### config.mk
export PLATFORM = sky130hd
export DESIGN_NAME = alu_seq
export DESIGN_NICKNAME = d
export VERILOG_FILES = /design/src/rtl/alu_seq.sv
export SDC_FILE = /design/constraint.sdc
export NUM_CORES = 1
export LEC_CHECK = 0
export CAP_MARGIN = 0
export CORE_MARGIN = 4
export CORE_UTILIZATION = 36
export CTS_BUF_LIST = sky130_fd_sc_hd__clkbuf_4 sky130_fd_sc_hd__clkbuf_8 sky130_fd_sc_hd__clkbuf_16
export CTS_CLUSTER_DIAMETER = 200
export DETAILED_ROUTE_END_ITERATION = 10
export PLACE_DENSITY = 0.64
export RECOVER_POWER = 50
export SYNTH_ARGS = -nofsm -noshare
export SYNTH_HDL_FRONTEND = slang
export SYNTH_SLANG_ARGS = --single-unit
### constraint.sdc
create_clock -name CLK -period 12.1 [get_ports CLK]
set_clock_uncertainty 0.1 [all_clocks]
set_input_delay 3.025 -clock CLK [delete_from_list [all_inputs] [get_ports CLK]]
set_output_delay 3.025 -clock CLK [all_outputs]
set_load 0.02 [all_outputs]
### src/rtl/alu_seq.sv
// rtl/alu_seq.sv - handshaked sequential ALU with an optional iterative restoring divider
// The divider (DIV state) is built only when ALU_SEQ_DIV_EN is defined.
module alu_seq #(
  parameter int WIDTH = 16
) (
  input  logic                 CLK,
  input  logic                 RST,
  input  logic [WIDTH-1:0]     A,
  input  logic [WIDTH-1:0]     B,
  input  logic [3:0]           ALU_FUN,
  input  logic                 IN_VALID,
  output logic                 IN_READY,
  output logic                 OUT_VALID,
  input  logic                 OUT_READY,
  output logic [2*WIDTH-1:0]   ALU_OUT,
  output logic                 CARRY_OUT,
  output logic [3:0]           FLAGS,
  output logic                 DIV_BY_ZERO
);

  localparam int W2 = 2 * WIDTH;
  localparam int CW = $clog2(WIDTH + 1);

  typedef enum logic [1:0] {
    S_IDLE,
    S_EXEC,
`ifdef ALU_SEQ_DIV_EN
    S_DIV,
`endif
    S_DONE
  } state_t;

  state_t state, state_nxt;

  logic [WIDTH-1:0] a_q, b_q;
  logic [3:0]       op_q;
  logic [W2-1:0]    res_q, res_c;
  logic             carry_q, carry_c;
  logic [3:0]       flags_q, flags_c;
  logic             dbz_q, dbz_c;
  logic [WIDTH:0]   sum;

`ifdef ALU_SEQ_DIV_EN
  logic [WIDTH-1:0] rem_q, quo_q;
  logic [CW-1:0]    cnt_q;
  logic [WIDTH:0]   shifted, trial;
  logic             fits;

  // One restoring step: bring down the next dividend bit, subtract if it fits.
  assign shifted = {rem_q, quo_q[WIDTH-1]};
  assign trial   = shifted - {1'b0, b_q};
  assign fits    = shifted >= {1'b0, b_q};
`endif

  always_ff @(posedge CLK or posedge RST) begin
    if (RST) state <= S_IDLE;
    else     state <= state_nxt;
  end

  always_comb begin
    state_nxt = state;
    case (state)
      S_IDLE: begin
        if (IN_VALID) begin
`ifdef ALU_SEQ_DIV_EN
          if (ALU_FUN == 4'b0011) state_nxt = (B == '0) ? S_DONE : S_DIV;
          else                    state_nxt = S_EXEC;
`else
          state_nxt = S_EXEC;
`endif
        end
      end
      S_EXEC: state_nxt = S_DONE;
`ifdef ALU_SEQ_DIV_EN
      S_DIV:  if (cnt_q == CW'(WIDTH)) state_nxt = S_DONE;
`endif
      S_DONE: if (OUT_READY) state_nxt = S_IDLE;
      default: state_nxt = S_IDLE;
    endcase
  end

  assign sum = {1'b0, a_q} + {1'b0, b_q};

  always_comb begin
    res_c   = '0;
    carry_c = 1'b0;
    dbz_c   = 1'b0;
    case (op_q)
      4'b0000: begin res_c[WIDTH:0] = sum; carry_c = sum[WIDTH]; end
      4'b0001: begin res_c[WIDTH-1:0] = a_q - b_q; carry_c = a_q < b_q; end
      4'b0010: res_c = W2'(a_q) * W2'(b_q);
      4'b0011: dbz_c = 1'b1;
      4'b0100: res_c[WIDTH-1:0] = a_q & b_q;
      4'b0101: res_c[WIDTH-1:0] = a_q | b_q;
      4'b0110: res_c[WIDTH-1:0] = ~(a_q & b_q);
      4'b0111: res_c[WIDTH-1:0] = ~(a_q | b_q);
      4'b1001: res_c[1:0] = (a_q == b_q) ? 2'd1 : 2'd0;
      4'b1010: res_c[1:0] = (a_q > b_q)  ? 2'd2 : 2'd0;
      4'b1011: res_c[1:0] = (a_q < b_q)  ? 2'd3 : 2'd0;
      4'b1100: res_c[WIDTH-1:0] = a_q >> 1;
      4'b1101: res_c[WIDTH:0]   = {a_q, 1'b0};
      4'b1110: res_c[WIDTH-1:0] = b_q >> 1;
      4'b1111: res_c[WIDTH:0]   = {b_q, 1'b0};
      default: ;
    endcase
    flags_c = 4'b0001 << op_q[3:2];
  end

  always_ff @(posedge CLK or posedge RST) begin
    if (RST) begin
      a_q     <= '0;
      b_q     <= '0;
      op_q    <= '0;
      res_q   <= '0;
      carry_q <= 1'b0;
      flags_q <= '0;
      dbz_q   <= 1'b0;
`ifdef ALU_SEQ_DIV_EN
      rem_q   <= '0;
      quo_q   <= '0;
      cnt_q   <= '0;
`endif
    end else begin
      case (state)
        S_IDLE: begin
          if (IN_VALID) begin
            a_q  <= A;
            b_q  <= B;
            op_q <= ALU_FUN;
`ifdef ALU_SEQ_DIV_EN
            if (ALU_FUN == 4'b0011) begin
              if (B == '0) begin
                res_q   <= {A, {WIDTH{1'b1}}};
                carry_q <= 1'b0;
                flags_q <= 4'b0001;
                dbz_q   <= 1'b1;
              end else begin
                rem_q <= '0;
                quo_q <= A;
                cnt_q <= '0;
              end
            end
`endif
          end
        end
        S_EXEC: begin
          res_q   <= res_c;
          carry_q <= carry_c;
          flags_q <= flags_c;
          dbz_q   <= dbz_c;
        end
`ifdef ALU_SEQ_DIV_EN
        // WIDTH iteration cycles, then one cycle to publish {remainder, quotient}.
        S_DIV: begin
          if (cnt_q == CW'(WIDTH)) begin
            res_q   <= {rem_q, quo_q};
            carry_q <= 1'b0;
            flags_q <= 4'b0001;
            dbz_q   <= 1'b0;
          end else begin
            rem_q <= fits ? trial[WIDTH-1:0] : shifted[WIDTH-1:0];
            quo_q <= {quo_q[WIDTH-2:0], fits};
            cnt_q <= cnt_q + CW'(1);
          end
        end
`endif
        default: ;
      endcase
    end
  end

  assign IN_READY    = (state == S_IDLE);
  assign OUT_VALID   = (state == S_DONE);
  assign ALU_OUT     = res_q;
  assign CARRY_OUT   = carry_q;
  assign FLAGS       = flags_q;
  assign DIV_BY_ZERO = dbz_q;

endmodule

==> results of run 1 <==
==> tightest hold or removal path: stages, from the launching register on <==
cell	delay, ps
sky130_fd_sc_hd__dfrtp_1	340
sky130_fd_sc_hd__nand2_1	40
sky130_fd_sc_hd__o21ai_0	60
==> cell type report <==
class                           instances  area (sq um)
Fill cell                            3902         22500
Multi-Input combinational cell       1242         10600
Sequential cell                        76          1900
Inverter                              284          1070
Timing Repair Buffer                   96           903
Tap cell                              511           639
Clock buffer                           10           233
Clock inverter                          5          31.3
==> logic make-up (layout without fill, tap and decap cells) <==
kind of cell	count (synthesis)	after routing	synth area share
AO/OA/AOI/OAI	317	317	0.149
XOR/XNOR	52	52	0.0326
adder cells (fa/ha/maj)	348	348	0.417
buffers and inverters	372	395	0.101
flip-flops	76	76	0.136
multiplexers	18	18	0.0134
AND/OR/NAND/NOR	507	507	0.151
==> stage by stage <==
step	hold slack, ps	cell area (sq um)	utilization	cells
after floorplan	466	14000	-	1690
after global placement	360	15200	0.400	2209
after detailed placement	370	15200	0.400	2209
after CTS	384	15400	0.407	2224
after global routing	397	15400	0.407	2224
final	375	15400	0.407	2224
==> how the worst min path moves through the flow <==
stage	startpoint	end	slack (ps)	depth (start not counted)
floorplan	state[1]	state[1]	470	2
global placement	ALU_OUT[4]	ALU_OUT[4]	360	2
detailed placement	ALU_OUT[8]	ALU_OUT[8]	370	2
CTS	ALU_OUT[8]	ALU_OUT[8]	380	2
global route	FLAGS[2]	FLAGS[2]	400	1
finish	FLAGS[3]	FLAGS[3]	370	2
==> metal layers <==
metal  up-vias  GRT usage  wire (um)
li1       5452          -          -
met1      6065      0.319      20800
met2       477      0.371      21900
met3        87     0.0491       3540
met4         0     0.0837       1720
met5         -          0          0
==> cells in the mapped netlist (all sizes together), types with 8 or more instances <==
| library cell | number | share of area |
|---|---|---|
| inv | 271 | 0.073 |
| nand2 | 246 | 0.066 |
| fa | 196 | 0.28 |
| nor2 | 175 | 0.047 |
| ha | 152 | 0.14 |
| o21ai | 100 | 0.037 |
| dfrtp | 76 | 0.14 |
| a21oi | 73 | 0.027 |
| clkbuf | 73 | 0.020 |
| xnor2 | 32 | 0.020 |
| a21o | 24 | 0.013 |
| nand3 | 20 | 0.0072 |
| xor2 | 20 | 0.013 |
| a221oi | 15 | 0.011 |
| buf | 15 | 0.0050 |
| mux2i | 15 | 0.011 |
| a211oi | 13 | 0.0070 |
| clkinv | 13 | 0.0035 |
| nor3 | 13 | 0.0054 |
| nand2b | 12 | 0.0054 |
| a31oi | 11 | 0.0049 |
| nor2b | 11 | 0.0049 |
| o31ai | 11 | 0.0059 |
| o211ai | 9 | 0.0048 |
| and3 | 8 | 0.0036 |
==> registers in the layout, indices dropped and copies added (netlist names) <==
| signal | cells |
|---|---|
| a_q | 16 |
| op_q | 4 |
| ALU_OUT | 32 |
| DIV_BY_ZERO | 1 |
| state | 2 |
| CARRY_OUT | 1 |
| b_q | 16 |
| FLAGS | 4 |
==> results summary, run 1 <==
The run finished, with violations left. The checks that failed: capacitance limit, slew limit. At the pin with the least slew margin, the transition time is 3320 ps.

The number of register bits inferred by synthesis came out at 76. The class of the tightest hold or removal check is flop to flop. The top-level port count came out at 80.

The post-route antenna net violation count came out at 0. The overall track demand over capacity in global routing came out at 0.234. The number of cells traversed by the worst register-to-register path came out at 22.

The detail-routed via count per cell came out at 5.43. In this run the critical register-to-register path is launched from a_q[8]. The via count of the first global-routing pass is 12.9k.

Counting buffers and inverters, the worst setup path is 22 cells deep. The clock slew at the register clock pins of the worst setup and hold paths came out at 70 ps. The total number of vias came out at 12.1k. The critical path goes through clkinv_1, nor2_1, fa_1, inv_1, fa_1, fa_1, inv_1, fa_1, fa_1, inv_1, fa_1, inv_1, ha_1, a211o_1, a31o_1, a221oi_2, o21ai_2, a41oi_2, o21ai_2, a31oi_1, xor2_1, o21ai_1.

After synthesis, the netlist uses 73 different library cells. The category of the critical setup timing path is flop to flop. The max-capacitance violation count is 3.

For this configuration, the core starts out at a cell density of 0.368. The largest incremental delay on the critical path came out at 800 ps. The area enclosed by the die boundary is 42,000 sq um. The cell at the root of the clock tree is sky130_fd_sc_hd__clkbuf_16. Entering global routing, the biggest net connects 72 pins. The die span in y came out at 205 um.

The cell family contributing the most delay on the critical path is adder cells. The relative max-transition margin is -1.21. The worst setup path is launched from a flop.

For this run, the detailed router's first-pass iteration total came to 5. The worst setup path is captured at a flop. The setup TNS after final layout is 0 ps.

The post-synthesis cell area came out at 14,000 sq um. The buffer count from post-CTS setup fixing came out at 0. After detailed routing, the number of remaining DRC violations is 0.

The minimum period implied by the final worst setup slack came out at 7540 ps. The synthesized netlist cell count came out at 1,690. Data on the critical path arrives at its endpoint at 7660 ps. The share of layout cells above drive strength 1 came out at 0.0304. CTS built an H-tree with a depth of 3. The number of synthesis warnings came out at 0. The HPWL after detailed placement is 37,400 um. Counting stages on the worst path, the most repeated cell is sky130_fd_sc_hd__fa_1.

For this run, asynchronously set or reset flops after synthesis account for 1.00. The area growth from synthesis to layout came out at 10.5%. Leaving out fill and tap cells, the most frequent cell in the layout is sky130_fd_sc_hd__inv_1. The width of the die came out at 205 um. The worst setup slack after layout is 4560 ps. TritonCTS built the clock tree. The worst-case clock buffer depth came out at 2. The final routed wirelength across all metal layers came out at 48,000 um. The placeable core area is 37,900 sq um.

The initial DRC count came out at 876. Yosys mapped a number of flops with a built-in enable equal to 0. The total congestion overflow after global routing came out at 0.

In this run the worst setup path begins at a_q[8]. Counting every net in the synthesized netlist gives 2,078. STA puts the critical path data required time at 12,220 ps. The number of input and output port buffers inserted is 79. Setup repair after global routing left no endpoint under its margin. The worst setup slack after placement is 4640 ps.

The routed length per placed instance is 21.6 um. The number of hold violations in the final report is 0. The final count of pins violating max slew is 179. The final estimated routing congestion in global placement came out at 0.953. The source-to-sink clock delay at the later pin of the worst-skew pair came out at 370 ps. The number of antenna diodes in the final layout is 0.

Gates resized during post-CTS repair numbered 0. In this run the worst setup path terminates at ALU_OUT[30]. The synthesized area divided by synthesized cell count came out at 8.26 sq um. The worst register-to-register path ends at ALU_OUT[30]. The final cycle utilization of the critical path came out at 0.623.

Among all flip-flop cells after synthesis, the most frequent one is sky130_fd_sc_hd__dfrtp_1. The number of antenna violations at the first check in global routing came out at 0. Together, buffers and inverters on the worst path number 5. The portion of the post-synthesis area used by sequential elements is 0.136. The count of hold buffers inserted by post-cts repair is 0. The net count reported at finish is 2,097.

The sink count of the clock tree is 76. The timing-limited maximum frequency is 133 MHz. The register-to-register setup slack came out at 4560 ps. The total clock buffers created by CTS is 9. The count of standard-cell rows came out at 71.

Of all nets on the critical path, the largest fanout is 12. The final number of setup-violating endpoints came out at 0. The first global-routing pass estimated 75,200 um of wire. Among all stages on the critical path, the largest delay is contributed by sky130_fd_sc_hd__dfrtp_1. Leaving out fill and tap cells, the most frequent cells in the layout are 270 x sky130_fd_sc_hd__inv_1, 246 x sky130_fd_sc_hd__nand2_1, 196 x sky130_fd_sc_hd__fa_1, 175 x sky130_fd_sc_hd__nor2_1, 152 x sky130_fd_sc_hd__ha_1.
Power of run 1 is left out: the tool's default activity adds up to more than one toggle a clock period on the data nets, which glitch-free logic cannot reach.
==> run 2, diff against run 1 <==
Clock period 12.1 ns to 7.8 ns, I/O delays scaled along.
==> run 2 against run 1 <==
- the flow still finishes with violations (capacitance limit, slew limit)
- worst hold slack worse by 2.5 ps
- flip-flop and latch count unchanged
- utilization up 0.83 points
- clock-buffer cell count rose by 2
- register-to-register slack got worse by 4000 ps
- critical path type unchanged
- critical endpoint unchanged
- largest cell class unchanged
==> results summary, run 2 (synthesized netlist as in run 1, its figures left out) <==
Run status: finished, violations left (unchanged). Violations in the final reports: capacitance limit, slew limit (unchanged). The via count of the first global-routing pass came out at 12.6k (was 12.9k). The post-route antenna net violation count came to 0 (unchanged). The count of cells along the worst hold path is 2 (unchanged). The final number of setup-violating endpoints came out at 0 (unchanged). The HPWL reported at the end of detailed placement came out at 38,600 um (was 37,400 um). The detail-routed via count per cell is 5.47 (was 5.43). The number of hold violations in the final report is 0 (unchanged). The final count of pins violating max slew is 202 (was 179). The family of cells with the greatest summed delay on the critical path was adder cells (unchanged).

The area used by sequential logic in the layout is 1900 sq um (unchanged). The count of standard-cell rows is 71 (unchanged). The largest net degree at the start of global routing came out at 72 (unchanged). The count of hold buffers inserted by post-cts repair came out at 0 (unchanged). The source of the worst hold timing path is ALU_OUT[4] (was FLAGS[3]).

The worst endpoint required time is 7930 ps (was 12,220 ps). The cell at the root of the clock tree is sky130_fd_sc_hd__clkbuf_16 (unchanged). The worst-case clock buffer depth is 2 (unchanged). The source-to-sink clock delay at the later pin of the worst-skew pair came out at 380 ps (was 370 ps). The clock slew at the register clock pins of the worst setup and hold paths came out at 70 ps (about the same). The final design area excluding fillers came out at 15,700 sq um (was 15,400 sq um). The initial DRC count came out at 1,075 (was 876).

The sum of buffers and inverters on the critical path is 5 (unchanged). The final estimated routing congestion in global placement came out at 0.964 (was 0.953). The minimum period implied by the final worst setup slack was 7280 ps (was 7540 ps). The type of element launching the critical path is a flop (unchanged).

The deepest level of the CTS H-tree came out at 3 (unchanged). The total clock buffers created by CTS was 9 (unchanged). The category of the critical setup timing path is flop to flop (unchanged).

The share of layout cells above drive strength 1 came out at 0.0460 (was 0.0304). The largest incremental delay on the critical path came out at 760 ps (was 800 ps). The timing-limited maximum frequency is 137 MHz (was 133 MHz). The die span in y came out at 205 um (unchanged). The total congestion overflow after global routing is 0 (unchanged). The startpoint of the lowest-slack register-to-register path is a_q[6] (was a_q[8]). The length of the first detailed-routing pass in iterations is 6 (was 5).

The net count reported at finish is 2,124 (was 2,097). The max-capacitance violation count came out at 4 (was 3). The top-level port count came out at 80 (unchanged). The capture point of the worst reg-to-reg path is ALU_OUT[30] (unchanged).

The total number of vias is 12.3k (was 12.1k). The width of the die is 205 um (unchanged). The standard cell area after detailed placement is 15,400 sq um (was 15,200 sq um). The flip-flop count of the largest register, all copies and words added came out at 32 (unchanged). The leading cell type in the layout, fill and taps excluded is sky130_fd_sc_hd__inv_1 (unchanged). The number of input and output port buffers inserted came to 79 (unchanged). Unrepaired setup endpoints after global routing: no (unchanged). The number of cells traversed by the worst register-to-register path came out at 22 (unchanged). The critical-path maximum fanout came to 14 (was 12).

The count of fill cells added during filler insertion is 3,893 (was 3,902). The setup TNS after final layout was 0 ps (unchanged). The global-route wire length before repair came out at 75,700 um (was 75,200 um). The arrival time at the worst endpoint is 7410 ps (was 7660 ps). The DRC violation count after routing is 0 (unchanged).

Cells traversed along the worst timing path: clkinv_1, nor2_1, fa_1, inv_1, fa_1, fa_1, fa_1, inv_1, fa_1, inv_1, fa_1, inv_1, ha_1, a21o_1, a31o_1, a221oi_2, o21ai_2, a41oi_2, o21ai_2, a31oi_1, xor2_1, o21ai_1 (was clkinv_1, nor2_1, fa_1, inv_1, fa_1, fa_1, inv_1, fa_1, fa_1, inv_1, fa_1, inv_1, ha_1, a211o_1, a31o_1, a221oi_2, o21ai_2, a41oi_2, o21ai_2, a31oi_1, xor2_1, o21ai_1). The CTS tree was yes (unchanged). The final routed wirelength across all metal layers was 49,100 um (was 48,000 um). The final cycle utilization of the critical path came to 0.934 (was 0.623). The overall track demand over capacity in global routing was 0.239 (was 0.234).

Commonest non-fill, non-tap cells in the layout: 270 x sky130_fd_sc_hd__inv_1, 246 x sky130_fd_sc_hd__nand2_1, 196 x sky130_fd_sc_hd__fa_1, 175 x sky130_fd_sc_hd__nor2_1, 152 x sky130_fd_sc_hd__ha_1 (unchanged). The starting utilization of the core area came to 0.368 (unchanged). The area enclosed by the die boundary came out at 42,000 sq um (unchanged). The total of cells resized after clock tree synthesis came out at 0 (unchanged).

The routed length per placed instance is 21.8 um (was 21.6 um). The buffer count from post-CTS setup fixing is 0 (unchanged). The worst hold endpoint is ALU_OUT[4] (was FLAGS[3]).

The measured slew at the worst slew-check pin is 3150 ps (was 3320 ps). The number of antenna violations at the first check in global routing is 2 (was 0). The critical path endpoint category is a flop (unchanged). The multi-input gate area in the final layout came to 10,600 sq um (unchanged). The register-to-register setup slack came out at 520 ps (was 4560 ps). The area growth from synthesis to layout was 12.8% (was 10.5%). The placeable core area was 37,900 sq um (unchanged). The cell at the slowest stage of the critical path was sky130_fd_sc_hd__dfrtp_1 (unchanged). The most repeated library cell on the critical path is sky130_fd_sc_hd__fa_1 (unchanged). The relative max-transition margin is -1.10 (was -1.21). The class of the tightest hold or removal check is flop to flop (unchanged).

The sink count of the clock tree is 76 (unchanged).
==> run 2: worst min-delay path: cells and delay by family (launching register included) <==
family / cells / cell delay (ps)
compound gates: 1 / 60
flops: 1 / 340
simple gates: 1 / 40
==> run 2: per-layer routing <==
metal,part of all wire,global-route usage,vias to the layer above
li1,-,-,5525
met1,0.43,0.329,6156
met2,0.46,0.389,563
met3,0.074,0.0366,88
met4,0.032,0.0744,0
met5,0,0,-
==> run 2: area by class of cell <==
type                    instances  area share
diodes                          1    0.000159
clock buffers                  12      0.0161
clock inverters                 4     0.00763
inverters                     284      0.0678
multi-input cells            1242       0.676
flip-flops and latches         76       0.121
well taps                     511      0.0406
repair buffers                123      0.0703
==> run 2: how the worst max path moves through the flow <==
stage                start     endpoint  slack (ps)  cells after the start
global route        a_q[6]  ALU_OUT[30]         250                     22
detailed placement  a_q[6]  ALU_OUT[30]         610                     22
floorplan           a_q[8]  ALU_OUT[30]        1540                     23
finish              a_q[6]  ALU_OUT[30]         520                     22
CTS                 a_q[6]  ALU_OUT[30]         580                     22
global placement    a_q[6]  ALU_OUT[30]         780                     22
==> run 2: stage by stage <==
step,hold WS (ps),util,std cells,setup WS [ps]
6_report,372,0.415,2253,517
5_1_grt,396,0.415,2252,251
4_1_cts,384,0.415,2252,578
3_5_place_dp,370,0.405,2236,611
3_3_place_gp,361,0.405,2236,776
2_1_floorplan,466,-,1690,1540
Power of run 2 is left out for the same reason.
